<file path="config.mk">
export PLATFORM = sky130hd
export DESIGN_NAME = vga_timing_gen
export DESIGN_NICKNAME = d
export VERILOG_FILES = /design/src/rtl/vga_timing_pkg.sv /design/src/rtl/vga_axis_counter.sv /design/src/rtl/vga_timing_gen.sv
export SDC_FILE = /design/constraint.sdc
export NUM_CORES = 1
export LEC_CHECK = 0
export BUFFER_PORTS_ARGS = -buffer_cell sky130_fd_sc_hd__buf_2
export CORE_MARGIN = 5
export CORE_UTILIZATION = 58
export DETAILED_ROUTE_END_ITERATION = 8
export PLACE_DENSITY = 0.83
export SYNTH_ARGS = -nofsm -noshare
export SYNTH_HDL_FRONTEND = slang
export SYNTH_SLANG_ARGS = --single-unit
</file>
<file path="constraint.sdc">
create_clock -name clk -period 2.9 [get_ports clk]
set_input_delay 0.29 -clock clk [delete_from_list [all_inputs] [get_ports clk]]
set_output_delay 0.29 -clock clk [all_outputs]
set_load 0.02 [all_outputs]
</file>
<file path="src/rtl/vga_timing_pkg.sv">
// vga_timing_pkg: phase encoding, 640x480@60 timing defaults and phase-length helper.
package vga_timing_pkg;
   typedef enum logic [1:0] {
      PH_ACTIVE = 2'd0,
      PH_FRONT  = 2'd1,
      PH_SYNC   = 2'd2,
      PH_BACK   = 2'd3
   } phase_t;
   localparam int H_ACT_DEF  = 640;
   localparam int H_FP_DEF   = 16;
   localparam int H_SYNC_DEF = 96;
   localparam int H_BP_DEF   = 48;
   localparam int V_ACT_DEF  = 480;
   localparam int V_FP_DEF   = 10;
   localparam int V_SYNC_DEF = 2;
   localparam int V_BP_DEF   = 33;
   function automatic int phase_len(input phase_t ph, input int act, input int fp,
                                    input int sync, input int bp);
      return ph == PH_ACTIVE ? act : ph == PH_FRONT ? fp : ph == PH_SYNC ? sync : bp;
   endfunction
endpackage

</file>
<file path="src/rtl/vga_axis_counter.sv">
// vga_axis_counter: one raster axis; raw count plus ACTIVE->FRONT->SYNC->BACK phase FSM.
module vga_axis_counter import vga_timing_pkg::*; #(
   parameter int CW   = 12,
   parameter int ACT  = 640,
   parameter int FP   = 16,
   parameter int SYNC = 96,
   parameter int BP   = 48,
   parameter bit POL  = 1'b0
) (
   input  logic          clk,
   input  logic          rst,
   input  logic          adv,
   output logic [CW-1:0] cnt,
   output phase_t        phase,
   output logic          sync,
   output logic          wrap
);
   localparam int TOTAL = ACT + FP + SYNC + BP;
   logic [CW-1:0] cnt_q, cnt_d, len_q, len_d, len_last;
   phase_t        phase_q, phase_d;
   logic          sync_q, sync_d, last;
   always_comb begin
      len_last = CW'(phase_len(phase_q, ACT, FP, SYNC, BP) - 1);
      last     = len_q == len_last;
      wrap     = cnt_q == CW'(TOTAL - 1);
      cnt_d    = adv ? (wrap ? '0 : cnt_q + 1'b1) : cnt_q;
      len_d    = adv ? (last ? '0 : len_q + 1'b1) : len_q;
      phase_d  = (adv && last) ? phase_t'(phase_q + 2'd1) : phase_q;
      sync_d   = (phase_d == PH_SYNC) ? POL : !POL;
   end
   // Reset parks the axis on the last back-porch count so the first advance lands on 0.
   always_ff @(posedge clk) begin
      if (rst) begin
         cnt_q   <= CW'(TOTAL - 1);
         len_q   <= CW'(BP - 1);
         phase_q <= PH_BACK;
         sync_q  <= !POL;
      end else begin
         cnt_q   <= cnt_d;
         len_q   <= len_d;
         phase_q <= phase_d;
         sync_q  <= sync_d;
      end
   end
   assign cnt   = cnt_q;
   assign phase = phase_q;
   assign sync  = sync_q;
endmodule

</file>
<file path="src/rtl/vga_timing_gen.sv">
// vga_timing_gen: raster timing from a pix_en clock enable; sync, de, coordinates, strobes.
// Optional VGA_TIMING_FRAME_CNT_EN adds the 16-bit frame_cnt output.
module vga_timing_gen import vga_timing_pkg::*; #(
   parameter int CW     = 12,
   parameter int H_ACT  = H_ACT_DEF,
   parameter int H_FP   = H_FP_DEF,
   parameter int H_SYNC = H_SYNC_DEF,
   parameter int H_BP   = H_BP_DEF,
   parameter int V_ACT  = V_ACT_DEF,
   parameter int V_FP   = V_FP_DEF,
   parameter int V_SYNC = V_SYNC_DEF,
   parameter int V_BP   = V_BP_DEF,
   parameter bit HS_POL = 1'b0,
   parameter bit VS_POL = 1'b0
) (
   input  logic          clk,
   input  logic          rst,
   input  logic          pix_en,
   output logic          hsync,
   output logic          vsync,
   output logic          de,
   output logic [CW-1:0] x,
   output logic [CW-1:0] y,
   output logic          line_start,
   output logic          frame_start
`ifdef VGA_TIMING_FRAME_CNT_EN
   ,output logic [15:0]  frame_cnt
`endif
);
   logic [CW-1:0] h_cnt, v_cnt;
   phase_t        h_phase, v_phase;
   logic          h_sync, v_sync, h_wrap, v_wrap, v_adv;
   logic          x_act_n, y_act_n;
   logic          de_q, de_d, line_start_q, line_start_d, frame_start_q, frame_start_d;
   assign v_adv = pix_en & h_wrap;
   vga_axis_counter #(.CW(CW), .ACT(H_ACT), .FP(H_FP), .SYNC(H_SYNC), .BP(H_BP), .POL(HS_POL)) u_h (
      .clk(clk), .rst(rst), .adv(pix_en),
      .cnt(h_cnt), .phase(h_phase), .sync(h_sync), .wrap(h_wrap)
   );
   vga_axis_counter #(.CW(CW), .ACT(V_ACT), .FP(V_FP), .SYNC(V_SYNC), .BP(V_BP), .POL(VS_POL)) u_v (
      .clk(clk), .rst(rst), .adv(v_adv),
      .cnt(v_cnt), .phase(v_phase), .sync(v_sync), .wrap(v_wrap)
   );
   // de is registered from the next-state phases so it lines up with the new (x,y).
   always_comb begin
      x_act_n       = h_wrap || (h_phase == PH_ACTIVE && h_cnt != CW'(H_ACT - 1));
      y_act_n       = v_adv ? (v_wrap || (v_phase == PH_ACTIVE && v_cnt != CW'(V_ACT - 1)))
                            : v_phase == PH_ACTIVE;
      de_d          = pix_en ? (x_act_n && y_act_n) : de_q;
      line_start_d  = v_adv;
      frame_start_d = v_adv && v_wrap;
   end
   always_ff @(posedge clk) begin
      if (rst) begin
         de_q          <= 1'b0;
         line_start_q  <= 1'b0;
         frame_start_q <= 1'b0;
      end else begin
         de_q          <= de_d;
         line_start_q  <= line_start_d;
         frame_start_q <= frame_start_d;
      end
   end
`ifdef VGA_TIMING_FRAME_CNT_EN
   logic [15:0] frame_cnt_q, frame_cnt_d;
   always_comb frame_cnt_d = frame_cnt_q + 16'(frame_start_d);
   always_ff @(posedge clk) begin
      if (rst) frame_cnt_q <= '0;
      else     frame_cnt_q <= frame_cnt_d;
   end
   assign frame_cnt = frame_cnt_q;
`endif
   assign hsync       = h_sync;
   assign vsync       = v_sync;
   assign de          = de_q;
   assign x           = h_cnt;
   assign y           = v_cnt;
   assign line_start  = line_start_q;
   assign frame_start = frame_start_q;
endmodule

</file>
==> summary.txt <==
Run status
  • Status: complete, no violations

Hold path
  • Worst hold start: pix_en
  • Hold crit path type: primary input to register

Placed design
  • Routability cong.: about 0.85
  • HPWL after detailed placement: 4510 µm
  • Placement Cell Area: approximately 0.0031 mm²
  • Port Buffer Count: 31

Critical path
  • Top delay family on crit path: simple AND/OR/NAND/NOR gates
  • CP max-delay cell: or4_4
  • Setup crit start: u_h.cnt[0]
  • Max Fanout on Critical Path: 29
  • Crit path arrival time: between 2 and 3 ns
  • Crit-path cells: ha_1 -> nand4_1 -> or4_4 -> or4_1 -> o41a_1
  • Crit. End Element: register
  • CP bufs+invs: 0
  • CP peak stage delay: about 0.75 ns
  • CP startpoint kind: register
  • Critical path class: register to register
  • Origin of the critical flop-to-flop path: u_h.cnt[0]
  • CP required: 3.12 ns

Power and ir drop
  • Share of power burned in registers: approximately 43%
  • Worst vdd ir: around 0.33 mV
  • Int Pwr: 1.43 mW
  • Clock Power Share: 26.8%
  • Power per cell area: around 690 mW/mm²
  • Psw: about 0.84 mW
  • Logic pwr share: 30.4%
  • Sw Ratio: 37.0%
  • Leak: about 1.3 nW

Clocking
  • CTS root buf: clkbuf_8
  • Clk Latency, worst-skew pair: around 0.33 ns
  • # resized after CTS: 0
  • Clock buffer depth: 2
  • H-tree depth: 3
  • TritonCTS clock tree: built
  • Num CTS Buffers: 9
  • CTS sink cnt: 57
  • Setup Buffers After CTS: 0
  • CTS clk-pin slew, worst paths: 0.07 ns
  • # hold bufs at CTS: 0

Layout
  • Area Overhead vs Synth: 12.6%
  • N_diodes: 0
  • Fraction of layout cells with a size suffix above 1: ~14%
  • Layout Nets: about 390
  • Post-route cell area: 0.00330 mm²
  • Commonest non-fill, non-tap cells in the layout: dfxtp_1, buf_2, nand2_1, nor3_1, a21oi_1
  • Most common cell after layout, fill and taps aside: dfxtp_1

Logic synthesis
  • Distinct cells, synth: 41
  • Mux contribution to synthesized area: under 10%
  • Yosys Warn Count: 0
  • Synth Cell Area: about 0.0029 mm²
  • Post-Synth Adder-Cell Area: roughly 5%
  • Syn nets: approximately 360
  • Simple-Gate Fraction of Synth Area: just under 30%
  • Seq/Total Area, Yosys: 39.0%
  • Number of flops mapped to enable cells by yosys: 0
  • Complex-gate fraction of the synthesized area: approximately an eighth
  • Synth Area in XOR/XNOR: under 10%
  • Main combinational cell family by area after synthesis: simple AND/OR/NAND/NOR gates
  • Primary FF master, synth: dfxtp_1
  • Seq cells post-synth: 57
  • Post-Syn Instances: between 300 and 400
  • Mean post-synth cell area: about 8.4 µm²
  • Synth async-reset ratio: 0%

Timing
  • Slew @ Worst Pin: just under 0.6 ns
  • Clock Skew: ~0.0076 ns
  • Finish-stage setup viols: 0
  • Final Cycle Share: 83.3%
  • F_max: roughly 0.41 GHz
  • Total Negative Setup Slacks: 0 ns
  • Relative slew slack: 60.4%
  • Tmin final: between 2 and 2.5 ns
  • Max-slew violations: 0
  • RSZ-0062 raised after global routing: false
  • Final hold violation count: 0

Detailed routing
  • Vias per Instance: 5.92
  • WL/cell: 14.7 µm
  • Starting DRT DRC Count: 160
  • Antenna-violating nets left: 0
  • DR DRC count: 0
  • First-pass DRT Iterations: 4
  • Total number of vias: 2672
  • Drt total wl: ~6600 µm

Floorplanning
  • Die width: about 80 µm
  • Row Count: 25
  • Die H: around 81 µm
  • Initial Utilization: between 60% and 70%
  • I/O pin total: 32
  • Die area: 0.00657 mm²
  • Core ar.: just under 0.005 mm²

GRT
  • Largest net degree at the start of global routing: 48
  • Vias in the first global route: around 2500
  • Total grt overflow: 0
  • Initial antenna violation count: 0
  • First-pass GRT wire length: 11300 µm
  • GRT Total Usage: 22.0%

Run
  • Max-Cap Viols: 0
final timing paths:
path,cells after the start,end,slack [ns]
worst max-delay path,5,u_v.sync,0.49
worst min-delay path,3,u_h.cnt[1],0.32
worst max register to register,5,u_v.sync,0.49
worst min register to register,2,u_v.len_q[11],0.51
cell usage after synthesis (all sizes together) (3+ instances only):
master / n / share of area, %
dfxtp: 57 / 39
nand2: 28 / 3.6
nor3: 27 / 4.6
a21oi: 22 / 3.8
o21ai: 20 / 3.4
nor2: 19 / 2.4
xor2: 19 / 5.7
nand3: 18 / 3.1
nand4: 15 / 3.2
clkbuf: 14 / 1.8
and3: 12 / 2.6
ha: 12 / 5.1
xnor2: 12 / 3.6
inv: 11 / 1.4
or3: 7 / 1.7
and2: 6 / 1.3
or4: 6 / 1.7
nand4b: 5 / 1.5
a31oi: 4 / 0.85
nor4: 4 / 0.85
mux2i: 3 / 1.0
o311ai: 3 / 0.90
cell type report:
cell class / count / area (µm²)
multi-input combinational: 264 / 1680
fill: 431 / 1520
sequential: 57 / 1140
timing repair buffer: 36 / 193
clock buffer: 12 / 135
tap: 67 / 83.8
inverter: 11 / 41.3
clock inverter: 4 / 20.0
flip-flops by register name (all words and copies together) (netlist names):
| name | flops |
|---|---|
| de | 1 |
| frame_start | 1 |
| line_start | 1 |
| u_h.cnt | 12 |
| u_h.len_q | 12 |
| u_h.phase | 2 |
| u_h.sync | 1 |
| u_v.cnt | 12 |
| u_v.len_q | 12 |
| u_v.phase | 2 |
| u_v.sync | 1 |
metal layers:
metal / routed length (µm) / GRT usage [%]
met2: 2910 / 34.5
met1: 3270 / 29.0
met4: 155 / 10.6
met3: 284 / 4.43
met5: 0 / 0
per-stage QoR:
| step | setup slack (ns) | cells | hold slack, ns | util [%] | power [mW] |
|---|---|---|---|---|---|
| floorplan | 0.603 | 348 | 0.433 | - | 1.49 |
| finish | 0.485 | 451 | 0.323 | 68.4 | 2.27 |
| CTS | 0.504 | 451 | 0.318 | 68.4 | 2.27 |
| global placement | 0.625 | 435 | 0.489 | 65.2 | 1.64 |
| detailed placement | 0.516 | 435 | 0.502 | 65.2 | 1.67 |
| global route | 0.327 | 451 | 0.337 | 68.4 | 2.41 |
worst register-to-register path: cells and delay by family (launching register included):
family,cells,cell delay [ns]
compound gates,1,0.12
flops,1,0.40
simple gates,3,1.55
fa+ha+maj,1,0.22
power by group through the flow:
stage | combinational (mW) | sequential, mW | clock, mW
floorplan | 0.482 | 1.01 | 0
global placement | 0.664 | 0.980 | 0
detailed placement | 0.683 | 0.984 | 0
CTS | 0.687 | 0.967 | 0.612
global route | 0.772 | 0.984 | 0.653
finish | 0.689 | 0.969 | 0.608
kinds of logic after synthesis:
logic type | after synthesis
simple gates | 157
compound gates | 61
flops | 57
xor+xnor | 31
buf+inv | 27
fa+ha+maj | 12
mux | 3
Power figures use the tool's default switching activity.
